===== config.mk =====
export PLATFORM = sky130hd
export DESIGN_NAME = fifo_stream_reader
export DESIGN_NICKNAME = d
export VERILOG_FILES = /design/src/rtl/fifo_pkg.sv /design/src/rtl/stream_rd_buf.sv /design/src/rtl/fifo_stream_reader.sv
export SDC_FILE = /design/constraint.sdc
export NUM_CORES = 1
export LEC_CHECK = 0
export ABC_AREA = 1
export BUFFER_PORTS_ARGS = -buffer_cell sky130_fd_sc_hd__buf_2
export CORE_ASPECT_RATIO = 0.75
export CORE_UTILIZATION = 35
export CTS_CLUSTER_SIZE = 12
export DETAILED_ROUTE_END_ITERATION = 16
export PLACE_DENSITY = 0.62
export RECOVER_POWER = 50
export SYNTH_ARGS = -nofsm -noshare
export SYNTH_HDL_FRONTEND = slang
export SYNTH_SLANG_ARGS = --single-unit

===== constraint.sdc =====
create_clock -name clk -period 4.3 [get_ports clk]
set_input_delay 0.215 -clock clk [delete_from_list [all_inputs] [get_ports clk]]
set_output_delay 0.215 -clock clk [all_outputs]
set_load 0.02 [all_outputs]

===== src/rtl/fifo_pkg.sv =====
// Shared helpers for the FIFO read-side blocks: parameter legality and derived widths.
package fifo_pkg;

    localparam int unsigned MinBufDepth = 2;

    function automatic bit is_pow2(input int unsigned value);
        return (value != 0) && ((value & (value - 1)) == 0);
    endfunction

    // Occupancy must represent 0..depth inclusive, hence one bit above the pointer width.
    function automatic int unsigned occ_width(input int unsigned depth);
        return $clog2(depth) + 1;
    endfunction

endpackage


===== src/rtl/stream_rd_buf.sv =====
// Circular buffer holding words captured from the FIFO until the stream consumer takes them.
module stream_rd_buf
    import fifo_pkg::*;
#(
    parameter  int unsigned WIDTH = 8,
    parameter  int unsigned DEPTH = 4,
    localparam int unsigned PtrW  = $clog2(DEPTH),
    localparam int unsigned OccW  = occ_width(DEPTH)
) (
    input  logic             clk,
    input  logic             rst_n,
    input  logic             push,
    input  logic [WIDTH-1:0] push_data,
    input  logic             pop,
    input  logic             flush,
    output logic [WIDTH-1:0] data,
    output logic [OccW-1:0]  occ,
    output logic [PtrW-1:0]  rd_ptr
);

    logic [WIDTH-1:0] mem_q [DEPTH];
    logic [PtrW-1:0]  wr_ptr_q, rd_ptr_q;
    logic [OccW-1:0]  occ_q, occ_d;

    always_comb begin
        occ_d = occ_q;
        if (push && !pop) begin
            occ_d = occ_q + 1'b1;
        end else if (pop && !push) begin
            occ_d = occ_q - 1'b1;
        end
    end

    always_ff @(posedge clk) begin
        if (!rst_n || flush) begin
            wr_ptr_q <= '0;
            rd_ptr_q <= '0;
            occ_q    <= '0;
        end else begin
            if (push) wr_ptr_q <= wr_ptr_q + 1'b1;
            if (pop)  rd_ptr_q <= rd_ptr_q + 1'b1;
            occ_q <= occ_d;
        end
    end

    // Storage is deliberately not reset; contents are only observed while occ != 0.
    always_ff @(posedge clk) begin
        if (rst_n && !flush && push) begin
            mem_q[wr_ptr_q] <= push_data;
        end
    end

    assign data   = mem_q[rd_ptr_q];
    assign occ    = occ_q;
    assign rd_ptr = rd_ptr_q;

endmodule


===== src/rtl/fifo_stream_reader.sv =====
// Read-side companion for a registered-read FIFO: issues reads, captures returning
// words one cycle later and presents them on a valid/ready stream.
module fifo_stream_reader
    import fifo_pkg::*;
#(
    parameter int unsigned WIDTH     = 8,
    parameter int unsigned BUF_DEPTH = 4,
    parameter int unsigned CNT_WIDTH = 16
) (
    input  logic                 clk,
    input  logic                 rst_n,
    input  logic                 fifo_empty,
    output logic                 fifo_rd_en,
    input  logic [WIDTH-1:0]     fifo_rd_data,
    output logic                 m_valid,
    input  logic                 m_ready,
    output logic [WIDTH-1:0]     m_data,
    input  logic                 flush,
    output logic [CNT_WIDTH-1:0] word_count,
    output logic                 busy
);

    localparam int unsigned   PtrW     = $clog2(BUF_DEPTH);
    localparam int unsigned   OccW     = occ_width(BUF_DEPTH);
    localparam logic [OccW:0] DepthLim = (OccW + 1)'(BUF_DEPTH);

    if (BUF_DEPTH < MinBufDepth) begin : gen_depth_chk
        $error("fifo_stream_reader: BUF_DEPTH must be at least 2");
    end
    if (!is_pow2(BUF_DEPTH)) begin : gen_pow2_chk
        $error("fifo_stream_reader: BUF_DEPTH must be a power of 2");
    end

    logic                 inflight_q;
    logic [CNT_WIDTH-1:0] count_q;
    logic [OccW-1:0]      occ;
    logic [PtrW-1:0]      rd_ptr;
    logic [OccW:0]        pending;
    logic                 push, pop;
    logic                 unused_rd_ptr;

    // Reserve a slot for every word already requested so back-pressure never overflows.
    assign pending    = {1'b0, occ} + {{OccW{1'b0}}, inflight_q};
    assign fifo_rd_en = rst_n && !flush && !fifo_empty && (pending < DepthLim);

    assign m_valid    = rst_n && !flush && (occ != '0);
    assign push       = inflight_q && !flush;
    assign pop        = m_valid && m_ready;
    assign busy       = rst_n && ((occ != '0) || inflight_q);
    assign word_count = rst_n ? count_q : '0;

    always_ff @(posedge clk) begin
        if (!rst_n || flush) begin
            inflight_q <= 1'b0;
        end else begin
            inflight_q <= fifo_rd_en;
        end
    end

    always_ff @(posedge clk) begin
        if (!rst_n) begin
            count_q <= '0;
        end else if (pop) begin
            count_q <= count_q + 1'b1;
        end
    end

    stream_rd_buf #(
        .WIDTH (WIDTH),
        .DEPTH (BUF_DEPTH)
    ) u_buf (
        .clk       (clk),
        .rst_n     (rst_n),
        .push      (push),
        .push_data (fifo_rd_data),
        .pop       (pop),
        .flush     (flush),
        .data      (m_data),
        .occ       (occ),
        .rd_ptr    (rd_ptr)
    );

    assign unused_rd_ptr = ^rd_ptr;

endmodule

==> results of run 1 <==
-- worst max-delay path: stages --
cell                       delay [ns]
sky130_fd_sc_hd__clkbuf_1        0.87
sky130_fd_sc_hd__inv_2           0.19
sky130_fd_sc_hd__nor2_1          0.49
sky130_fd_sc_hd__nand3_4         0.28
sky130_fd_sc_hd__ha_1            0.27
sky130_fd_sc_hd__inv_1           0.11
sky130_fd_sc_hd__fa_1            0.43
sky130_fd_sc_hd__o21ai_0         0.19
sky130_fd_sc_hd__a21oi_1         0.05
-- routing by layer --
layer,GRT usage,wire length [µm],part of all wire,vias up
li1,-,-,-,1055
met1,0.192,2640,0.51,906
met2,0.207,2140,0.42,30
met3,0.0693,251,0.049,9
met4,0.0623,101,0.020,0
met5,0,0,0,-
-- power breakdown --
| part | internal (mW) | total (mW) | switching, mW |
|---|---|---|---|
| sequential | 0.586 | 0.588 | 0.00146 |
| combinational | 0.00970 | 0.0338 | 0.0241 |
| clock | 0.384 | 0.591 | 0.207 |
| total | 0.981 | 1.21 | 0.232 |
-- stage by stage --
| stage | util | hold WS, ns | total power, mW | std cells |
|---|---|---|---|---|
| after floorplan | - | 0.294 | 0.620 | 294 |
| after global placement | 0.414 | 0.394 | 0.634 | 425 |
| after detailed placement | 0.414 | 0.401 | 0.636 | 425 |
| after CTS | 0.448 | 0.0445 | 1.23 | 441 |
| after global routing | 0.441 | 0.0533 | 1.26 | 441 |
| final | 0.441 | 0.0613 | 1.21 | 441 |
-- cell type report --
class | count | area (µm²)
repair buffers | 39 | 164
flip-flops and latches | 58 | 1480
well taps | 98 | 123
clock buffers | 11 | 131
multi-input cells | 190 | 932
inverters | 40 | 150
fillers | 705 | 3910
clock inverters | 5 | 103
-- kinds of logic (layout without fill, tap and decap cells) --
family,Yosys count,in the layout,synth area share
AND/OR/NAND/NOR,130,130,0.217
adder cells (fa/ha/maj),7,7,0.0365
AO/OA/AOI/OAI,51,51,0.104
XOR/XNOR,2,2,0.00673
buffers and inverters,46,95,0.0668
flip-flops,58,58,0.569
-- cells in the mapped netlist --
library cell and instances:
sky130_fd_sc_hd__buf_2 1, sky130_fd_sc_hd__nor3b_1 1, sky130_fd_sc_hd__o21ai_0 23, sky130_fd_sc_hd__dfxtp_1 26
sky130_fd_sc_hd__edfxtp_1 32, sky130_fd_sc_hd__nand4_1 1, sky130_fd_sc_hd__clkbuf_1 5, sky130_fd_sc_hd__fa_1 1
sky130_fd_sc_hd__nand3_4 1, sky130_fd_sc_hd__nor2_1 50, sky130_fd_sc_hd__a211oi_1 1, sky130_fd_sc_hd__ha_1 6
sky130_fd_sc_hd__o21bai_1 1, sky130_fd_sc_hd__nand3_1 12, sky130_fd_sc_hd__inv_1 39, sky130_fd_sc_hd__and2_1 1
sky130_fd_sc_hd__nor3_1 7, sky130_fd_sc_hd__nor4_1 2, sky130_fd_sc_hd__a21oi_1 17, sky130_fd_sc_hd__nor2_4 3
sky130_fd_sc_hd__xor2_1 2, sky130_fd_sc_hd__o21ai_1 1, sky130_fd_sc_hd__inv_2 1, sky130_fd_sc_hd__o22ai_1 8
sky130_fd_sc_hd__nand2_1 51, sky130_fd_sc_hd__nor2_2 1
-- state kept, by name, indices dropped and copies added (netlist names), named ones only --
name and cells:
u_buf.mem_q 32, count_q 16, u_buf.occ 3, u_buf.rd_ptr 2, u_buf.wr_ptr_q 2, inflight_q 1
-- worst max path at each step --
stage,slack (ns),endpoint,cells after the start
global route,1.06,u_buf.occ[2],11
global placement,1.99,u_buf.occ[1],9
finish,1.40,u_buf.occ[1],9
CTS,2.16,m_data[2],4
detailed placement,1.87,u_buf.occ[1],9
floorplan,2.38,u_buf.occ[2],11
==> run_results.csv, run 1 <==
group,metric,value,unit
status,status,"completed",
synthesis,synth_cell_types,26,
layout,syn_to_final_growth,18.5,%
sta,rsz0062_at_grt,"no",
die,ios,40,
clocking,cts-root-buf,"sky130_fd_sc_hd__clkbuf_8",
die,chipHeight,76.7,µm
layout,finalNetCount,358,
sta,post-route-period-util,0.674,
global_route,grt_resource_usage_total,0.147,
sta,report.final.hold_viol_count,0,
min_path,hold_path_class,"in -> reg",
route,drt-total-wl,5.13,mm
route,final_antenna_net_count,0,
sta,layout_min_cycle_time,2.90,ns
sta,post-route-worst-setup-slack,1.40,ns
clocking,post_cts.resized_instances,0,
synthesis,synth_top_cells_by_area,"sky130_fd_sc_hd__edfxtp_1 (37%), sky130_fd_sc_hd__dfxtp_1 (20%), sky130_fd_sc_hd__nand2_1 (7.4%)",
critical_path,regToRegStartpoint,"u_buf.occ[0]",
min_path,holdCritStartpoint,"fifo_empty",
power,power.static_leakage,1.21,nW
sta,max_slew_margin,0.191,
global_route,globalRouteOverflowTotal,0,
sta,fmax,345,MHz
sta,number_of_setup_violations_in_the_final_report,0,
layout,mostFrequentLayoutCells,"sky130_fd_sc_hd__nor2_1 (52), sky130_fd_sc_hd__nand2_1 (51), sky130_fd_sc_hd__inv_1 (39)",
layout,antenna_cells,0,
route,drt_first_pass_iters,4,
clocking,clock_pin_slew_of_the_registers_on_the_worst_case_setup_and_hold_paths,0.06,ns
synthesis,yosys.area.top_type,"sky130_fd_sc_hd__edfxtp_1",
route,detailroute.via_count,2000,
die,die_width,102,µm
clocking,post_cts_hold_buffer_count,0,
critical_path,rrSetupSlack,2.33,ns
synthesis,synth_top_area_share,0.369,
clocking,post-cts-setup-buffer-count,0,
global_route,wire_length_of_the_first_global_routing_pass,8.64,mm
critical_path,worst_r2r_endpoint,"u_buf.occ[1]",
critical_path,crit_path_max_fanout,30,
synthesis,postSynthNetCount,314,
clocking,cts.path.max_buffers,2,
critical_path,worst-endpoint-required,4.52,ns
sta,maxSlewViolCount,0,
clocking,cts_max_level,3,
placement,number_of_buffers_added_on_ports,39,
placement,detailedPlace.worstSlack,1.87,ns
route,detail_route.iter0.violations,92,
die,fp.dieArea,0.00779,mm²
global_route,grt_antenna_before_repair,0,
sta,worst_pin_slew,1.21,ns
power,worst_ir_drop_vdd,166,µV
sta,fin_worst_skew,0.00972,ns
job,maxCapViolCount,0,
critical_path,crit_path_end_kind,"register",
synthesis,syn-instance-count,294,
critical_path,worst-r2r-cell-count,8,
synthesis,seq_area_frac_synth,0.569,
synthesis,syn_area,0.00260,mm²
global_route,grt_start_max_net_pins,31,
clocking,clkLatencyLatePin,0.33,ns
critical_path,worst-setup-path-type,"in -> reg",
route,route.detailed.vias_per_inst,4.54,
clocking,sinks_on_the_clock_net,58,
sta,fin_setup_tns,0,ns
die,std_cell_rows,26,
critical_path,critPathLaunch,"rst_n",
route,drc,0,
die,placeableCoreArea,0.00699,mm²
placement,routabilityCongestion,0.784,
synthesis,syn_area_per_cell,8.85,µm²
synthesis,synth_warnings,0,
layout,layout_commonest_cell,"sky130_fd_sc_hd__nor2_1",
die,starting_density_of_the_core,0.372,
global_route,grt_pass1_vias,1915,
placement,dp_hpwl,3.49,mm
power,pwr_density_cell,393,mW/mm²
min_path,number_of_cells_on_the_worst_hold_path,2,
critical_path,start_kind,"input port",
synthesis,ys_seq_elements,58,
placement,post_dp_cell_area,0.00290,mm²
layout,post_route_cells_drive_above_1_share,0.0904,
clocking,cts_tree,"yes",
clocking,tritoncts.num_buffers,9,
critical_path,timing.critical_path.arrival,3.12,ns
layout,fin_area,0.00308,mm²
min_path,timing.hold.worst_endpoint,"inflight_q",
route,drt_wl_cell,11.6,µm
No activity file was read; power rests on OpenSTA's default activity.
==> inputs of run 2 (changes only) <==
==> constraint.sdc (replaced) <==
create_clock -name clk -period 2.9 [get_ports clk]
set_input_delay 0.145 -clock clk [delete_from_list [all_inputs] [get_ports clk]]
set_output_delay 0.145 -clock clk [all_outputs]
set_load 0.02 [all_outputs]
==> run 2 against run 1 <==
Routed wire length decreased by 1.2%. Clock skew decreased by 0.0010 ns. First-iteration DRC count decreased by 13%. Global-route usage increased by 0.25 points. Sequential share of layout area increased by 0.18 points. Via count increased by 0.50%. Sequential cell count unchanged. Die area unchanged. Critical path depth decreased by 1. Cell count increased by 0.45%. Largest cell class unchanged.
==> run_results.csv, run 2 (synthesis gave the netlist of run 1 again) <==
group,metric,value,unit
sta,maxSlewViolCount,0,
power,power.static_leakage,1.21,nW
clocking,cts_max_level,3,
layout,layout_commonest_cell,"sky130_fd_sc_hd__nand2_1",
route,detailroute.via_count,2010,
min_path,hold_path_class,"in -> reg",
route,route.detailed.vias_per_inst,4.54,
global_route,wire_length_of_the_first_global_routing_pass,8.92,mm
placement,routabilityCongestion,0.762,
critical_path,regToRegStartpoint,"u_buf.occ[0]",
layout,max_flop_register,"u_buf.mem_q",
clocking,cts.path.max_buffers,2,
sta,fin_setup_tns,0,ns
die,chipHeight,76.7,µm
route,wl_met3,300,µm
placement,dp_hpwl,3.50,mm
route,drt_wl_cell,11.4,µm
critical_path,timing.critical_path.arrival,2.22,ns
power,worst_ir_drop_vdd,218,µV
critical_path,worst-setup-path-type,"reg -> reg",
sta,layout_min_cycle_time,2.01,ns
power,power.total,1.63,mW
critical_path,start_kind,"register",
placement,detailedPlace.worstSlack,0.917,ns
critical_path,worst-r2r-cell-count,8,
layout,antenna_cells,0,
die,ios,40,
critical_path,worst_r2r_endpoint,"u_buf.occ[1]",
route,dr_wl_met2,2.19,mm
sta,worst_pin_slew,0.796,ns
clocking,clock_pin_slew_of_the_registers_on_the_worst_case_setup_and_hold_paths,0.06,ns
clocking,sinks_on_the_clock_net,58,
global_route,grt_pass1_vias,1974,
route,drt_first_pass_iters,4,
critical_path,critPathLaunch,"u_buf.occ[0]",
clocking,cts-root-buf,"sky130_fd_sc_hd__clkbuf_8",
sta,rsz0062_at_grt,"no",
sta,number_of_setup_violations_in_the_final_report,0,
route,final_antenna_net_count,0,
clocking,cts_tree,"yes",
layout,finalNetCount,360,
global_route,globalRouteOverflowTotal,0,
sta,report.final.hold_viol_count,0,
sta,max_slew_margin,0.467,
critical_path,rrSetupSlack,0.89,ns
die,std_cell_rows,26,
layout,post_route_cells_drive_above_1_share,0.101,
critical_path,worst-endpoint-required,3.11,ns
route,drc,0,
power,pwr_density_cell,531,mW/mm²
die,starting_density_of_the_core,0.372,
sta,fin_worst_skew,0.00867,ns
critical_path,crit_path_max_fanout,19,
sta,fmax,497,MHz
placement,number_of_buffers_added_on_ports,39,
route,detail_route.iter0.violations,80,
clocking,post-cts-setup-buffer-count,0,
global_route,grt_resource_usage_total,0.150,
route,m1WireLength,2.51,mm
die,placeableCoreArea,0.00699,mm²
die,die_width,102,µm
critical_path,crit_path_end_kind,"register",
route,highest-signal-layer,"met4",
layout,utilization_after_layout,0.439,
clocking,post_cts.resized_instances,0,
min_path,holdCritStartpoint,"fifo_rd_data[4]",
clocking,post_cts_hold_buffer_count,1,
min_path,timing.hold.worst_endpoint,"u_buf.mem_q[2][4]",
layout,largest_register_ffs,32,
sta,post-route-period-util,0.694,
die,fp.dieArea,0.00779,mm²
job,maxCapViolCount,0,
layout,syn_to_final_growth,18.1,%
sta,post-route-worst-setup-slack,0.888,ns
min_path,number_of_cells_on_the_worst_hold_path,1,
route,drt-total-wl,5.07,mm
global_route,grt_start_max_net_pins,30,
layout,mostFrequentLayoutCells,"sky130_fd_sc_hd__nand2_1 (51), sky130_fd_sc_hd__nor2_1 (50), sky130_fd_sc_hd__inv_1 (39)",
status,status,"completed",
global_route,grt_antenna_before_repair,0,
clocking,clkLatencyLatePin,0.33,ns
clocking,tritoncts.num_buffers,9,
==> run 2: changes by cell type in the layout (fill, tap and decap cells not counted), sizes merged <==
cell         delta
bufinv          -2
dlygate4sd3     +1
clkinv          +1
buf             +2
==> run 2: stage by stage <==
step / instance area, µm² / cells / hold slack, ns
floorplan: 2600 / 294 / 0.224
global placement: 2900 / 426 / 0.343
detailed placement: 2900 / 426 / 0.349
CTS: 3100 / 443 / 0.0119
global route: 3070 / 443 / 0.0689
finish: 3070 / 443 / 0.0812
==> run 2: routing by layer <==
layer / global-route usage / up-vias
met5: 0 / -
met3: 0.0665 / 8
met4: 0.0551 / 0
met1: 0.190 / 908
li1: - / 1059
met2: 0.224 / 35
==> run 2: final cells by class <==
| class | instances | area, µm² |
|---|---|---|
| sequential | 58 | 1480 |
| clock buffer | 12 | 145 |
| fill | 706 | 3920 |
| clock inverter | 4 | 43.8 |
| tap | 98 | 123 |
| inverter | 40 | 150 |
| timing repair buffer | 41 | 183 |
| multi-input combinational | 190 | 947 |
==> run 2: how the worst max path moves through the flow <==
stage,slack (ns),depth (start not counted),endpoint
2_1_floorplan,0.98,11,u_buf.occ[2]
3_3_place_gp,0.99,10,u_buf.occ[2]
3_5_place_dp,0.92,8,u_buf.occ[1]
4_1_cts,0.84,4,m_data[3]
5_1_grt,0.63,4,m_data[0]
6_report,0.89,8,u_buf.occ[1]
==> run 2: critical path, stage by stage, from the launching register on <==
cell and delay [ns]:
sky130_fd_sc_hd__dfxtp_1 0.36, sky130_fd_sc_hd__inv_1 0.09, sky130_fd_sc_hd__nand2_1 0.15, sky130_fd_sc_hd__nand3_4 0.24
sky130_fd_sc_hd__ha_1 0.27, sky130_fd_sc_hd__inv_1 0.10, sky130_fd_sc_hd__fa_1 0.42, sky130_fd_sc_hd__o21ai_0 0.20
sky130_fd_sc_hd__a21oi_1 0.06
==> run 2: where the power goes <==
group	leakage [nW]	switching (mW)	total, mW	internal (mW)
Sequential	0.498	0.00214	0.872	0.870
Clock	0.0978	0.292	0.707	0.415
Combinational	0.612	0.0368	0.0533	0.0165
Total	1.21	0.331	1.63	1.30
==> inputs of run 3 (changes only) <==
==> constraint.sdc (replaced) <==
create_clock -name clk -period 2.1 [get_ports clk]
set_input_delay 0.105 -clock clk [delete_from_list [all_inputs] [get_ports clk]]
set_output_delay 0.105 -clock clk [all_outputs]
set_load 0.02 [all_outputs]
==> run 3 against run 2 <==
Clock power increased by 53%. Via count increased by 3.1%. Register-to-register slack got worse by 0.59 ns. Worst setup slack got worse by 0.59 ns. Total power increased by 45%. Worst hold slack improved by 0.0033 ns. Sequential power increased by 38%. Die area unchanged. Clock-buffer cell count decreased by 3. Critical endpoint is now count_q[15]. Largest power group unchanged. Highest routed layer unchanged.
==> run_results.csv, run 3 (synthesis gave the netlist of run 1 again) <==
group,metric,value,unit
status,status,"completed",
clocking,post-cts-setup-buffer-count,0,
placement,number_of_buffers_added_on_ports,39,
clocking,post_cts_hold_buffer_count,8,
placement,dp_cells,432,
route,dr_wl_met2,2.19,mm
clocking,cts.path.max_buffers,2,
global_route,wire_length_of_the_first_global_routing_pass,8.80,mm
sta,worst_pin_slew,0.914,ns
clocking,cts_max_level,3,
die,chipHeight,76.7,µm
layout,mostFrequentLayoutCells,"sky130_fd_sc_hd__nand2_1 (51), sky130_fd_sc_hd__nor2_1 (50), sky130_fd_sc_hd__inv_1 (39)",
sta,max_slew_margin,0.390,
layout,num-fill-cells,686,
route,highest-signal-layer,"met4",
route,m1WireLength,2.67,mm
layout,post_route_cells_drive_above_1_share,0.115,
global_route,grt_resource_usage_total,0.149,
layout,largest_register_ffs,32,
sta,hold_ws,0.0846,ns
critical_path,worst-setup-path-type,"reg -> reg",
placement,dp_hpwl,3.53,mm
layout,syn_to_final_growth,22.9,%
sta,report.final.hold_viol_count,0,
die,placeableCoreArea,0.00699,mm²
critical_path,start_kind,"register",
power,pwr_density_cell,739,mW/mm²
sta,number_of_setup_violations_in_the_final_report,0,
route,detailroute.via_count,2072,
route,drt_wl_cell,11.4,µm
layout,finalNetCount,373,
die,std_cell_rows,26,
sta,post-route-period-util,0.858,
global_route,grt_start_max_net_pins,30,
critical_path,worst-endpoint-required,2.33,ns
critical_path,crit_path_end_kind,"register",
route,drt_first_pass_iters,5,
global_route,grt_pass1_vias,1967,
power,worst_ir_drop_vdd,352,µV
sta,layout_min_cycle_time,1.80,ns
clocking,tritoncts.num_buffers,9,
clocking,sinks_on_the_clock_net,58,
power,power.static_leakage,1.27,nW
layout,antenna_cells,0,
die,die_width,102,µm
route,detail_route.iter0.violations,88,
layout,max_flop_register,"u_buf.mem_q",
sta,fin_worst_skew,0.00494,ns
clocking,post_cts.resized_instances,0,
global_route,grt_antenna_before_repair,0,
clocking,clkLatencyLatePin,0.33,ns
sta,fin_setup_tns,0,ns
placement,routabilityCongestion,0.785,
die,starting_density_of_the_core,0.372,
clocking,cts_tree,"yes",
route,drt-total-wl,5.22,mm
job,maxCapViolCount,0,
clocking,clock_pin_slew_of_the_registers_on_the_worst_case_setup_and_hold_paths,0.06,ns
sta,maxSlewViolCount,0,
critical_path,timing.critical_path.arrival,2.03,ns
clocking,cts-root-buf,"sky130_fd_sc_hd__clkbuf_8",
route,route.detailed.vias_per_inst,4.54,
critical_path,crit_path_max_fanout,18,
route,drc,0,
route,final_antenna_net_count,0,
die,ios,40,
sta,fmax,555,MHz
layout,utilization_after_layout,0.457,
layout,post_layout_nonfiller_instances,456,
sta,rsz0062_at_grt,"no",
route,wl_met3,221,µm
layout,layout_commonest_cell,"sky130_fd_sc_hd__nand2_1",
die,fp.dieArea,0.00779,mm²
min_path,hold_path_class,"in -> reg",
global_route,globalRouteOverflowTotal,0,
[run 3: cell count changes in the layout (fill, tap and decap cells not counted)]
cell / before / now
sky130_fd_sc_hd__dlygate4sd3_1: 1 / 8
sky130_fd_sc_hd__buf_4: 1 / 5
sky130_fd_sc_hd__clkinv_2: 2 / 4
sky130_fd_sc_hd__bufinv_16: 1 / 2
sky130_fd_sc_hd__clkbuf_8: 10 / 9
sky130_fd_sc_hd__o21ai_0: 24 / 23
sky130_fd_sc_hd__o21ai_1: 0 / 1
[run 3: path summary, 6_finish.rpt]
check	from	to	slack, ns	cells past startpoint
max	u_buf.occ[1]	count_q[15]	0.30	7
max reg2reg	u_buf.occ[1]	count_q[15]	0.30	7
min	fifo_rd_data[3]	u_buf.mem_q[3][3]	0.08	1
min reg2reg	u_buf.occ[2]	inflight_q	0.49	1
[run 3: layout make-up]
cell class | instances | area, µm² | share of cell area
flip-flops and latches | 58 | 1480 | 0.463
well taps | 98 | 123 | 0.0383
multi-input cells | 190 | 947 | 0.296
clock buffers | 9 | 124 | 0.0387
inverters | 40 | 150 | 0.0469
repair buffers | 54 | 290 | 0.0907
clock inverters | 7 | 83.8 | 0.0262
[run 3: metal layers]
layer	up-vias	global-route usage
met5	-	0
met4	0	0.0812
met3	17	0.0483
met2	37	0.222
met1	930	0.192
li1	1088	-
[run 3: through the flow]
stage,setup WS (ns),cell area [µm²],power [mW]
2_1_floorplan,0.177,2600,1.27
3_3_place_gp,0.373,2950,1.30
3_5_place_dp,0.356,2950,1.30
4_1_cts,0.340,3240,2.40
5_1_grt,0.0724,3200,2.45
6_report,0.297,3200,2.37
[run 3: power breakdown]
group / total, mW / switching (mW) / leakage (nW) / internal [mW]
Sequential: 1.20 / 0.00276 / 0.498 / 1.20
Combinational: 0.0847 / 0.0530 / 0.665 / 0.0317
Clock: 1.08 / 0.423 / 0.110 / 0.654
Total: 2.37 / 0.478 / 1.27 / 1.89
[run 3: worst max-delay path, cell delays in order, from the launching register on]
cell	delay, ns
sky130_fd_sc_hd__dfxtp_1	0.34
sky130_fd_sc_hd__nor2_1	0.11
sky130_fd_sc_hd__nand2_1	0.12
sky130_fd_sc_hd__nand3_4	0.08
sky130_fd_sc_hd__clkbuf_1	0.68
sky130_fd_sc_hd__nor2_2	0.13
sky130_fd_sc_hd__a21oi_1	0.17
sky130_fd_sc_hd__nor2_1	0.06
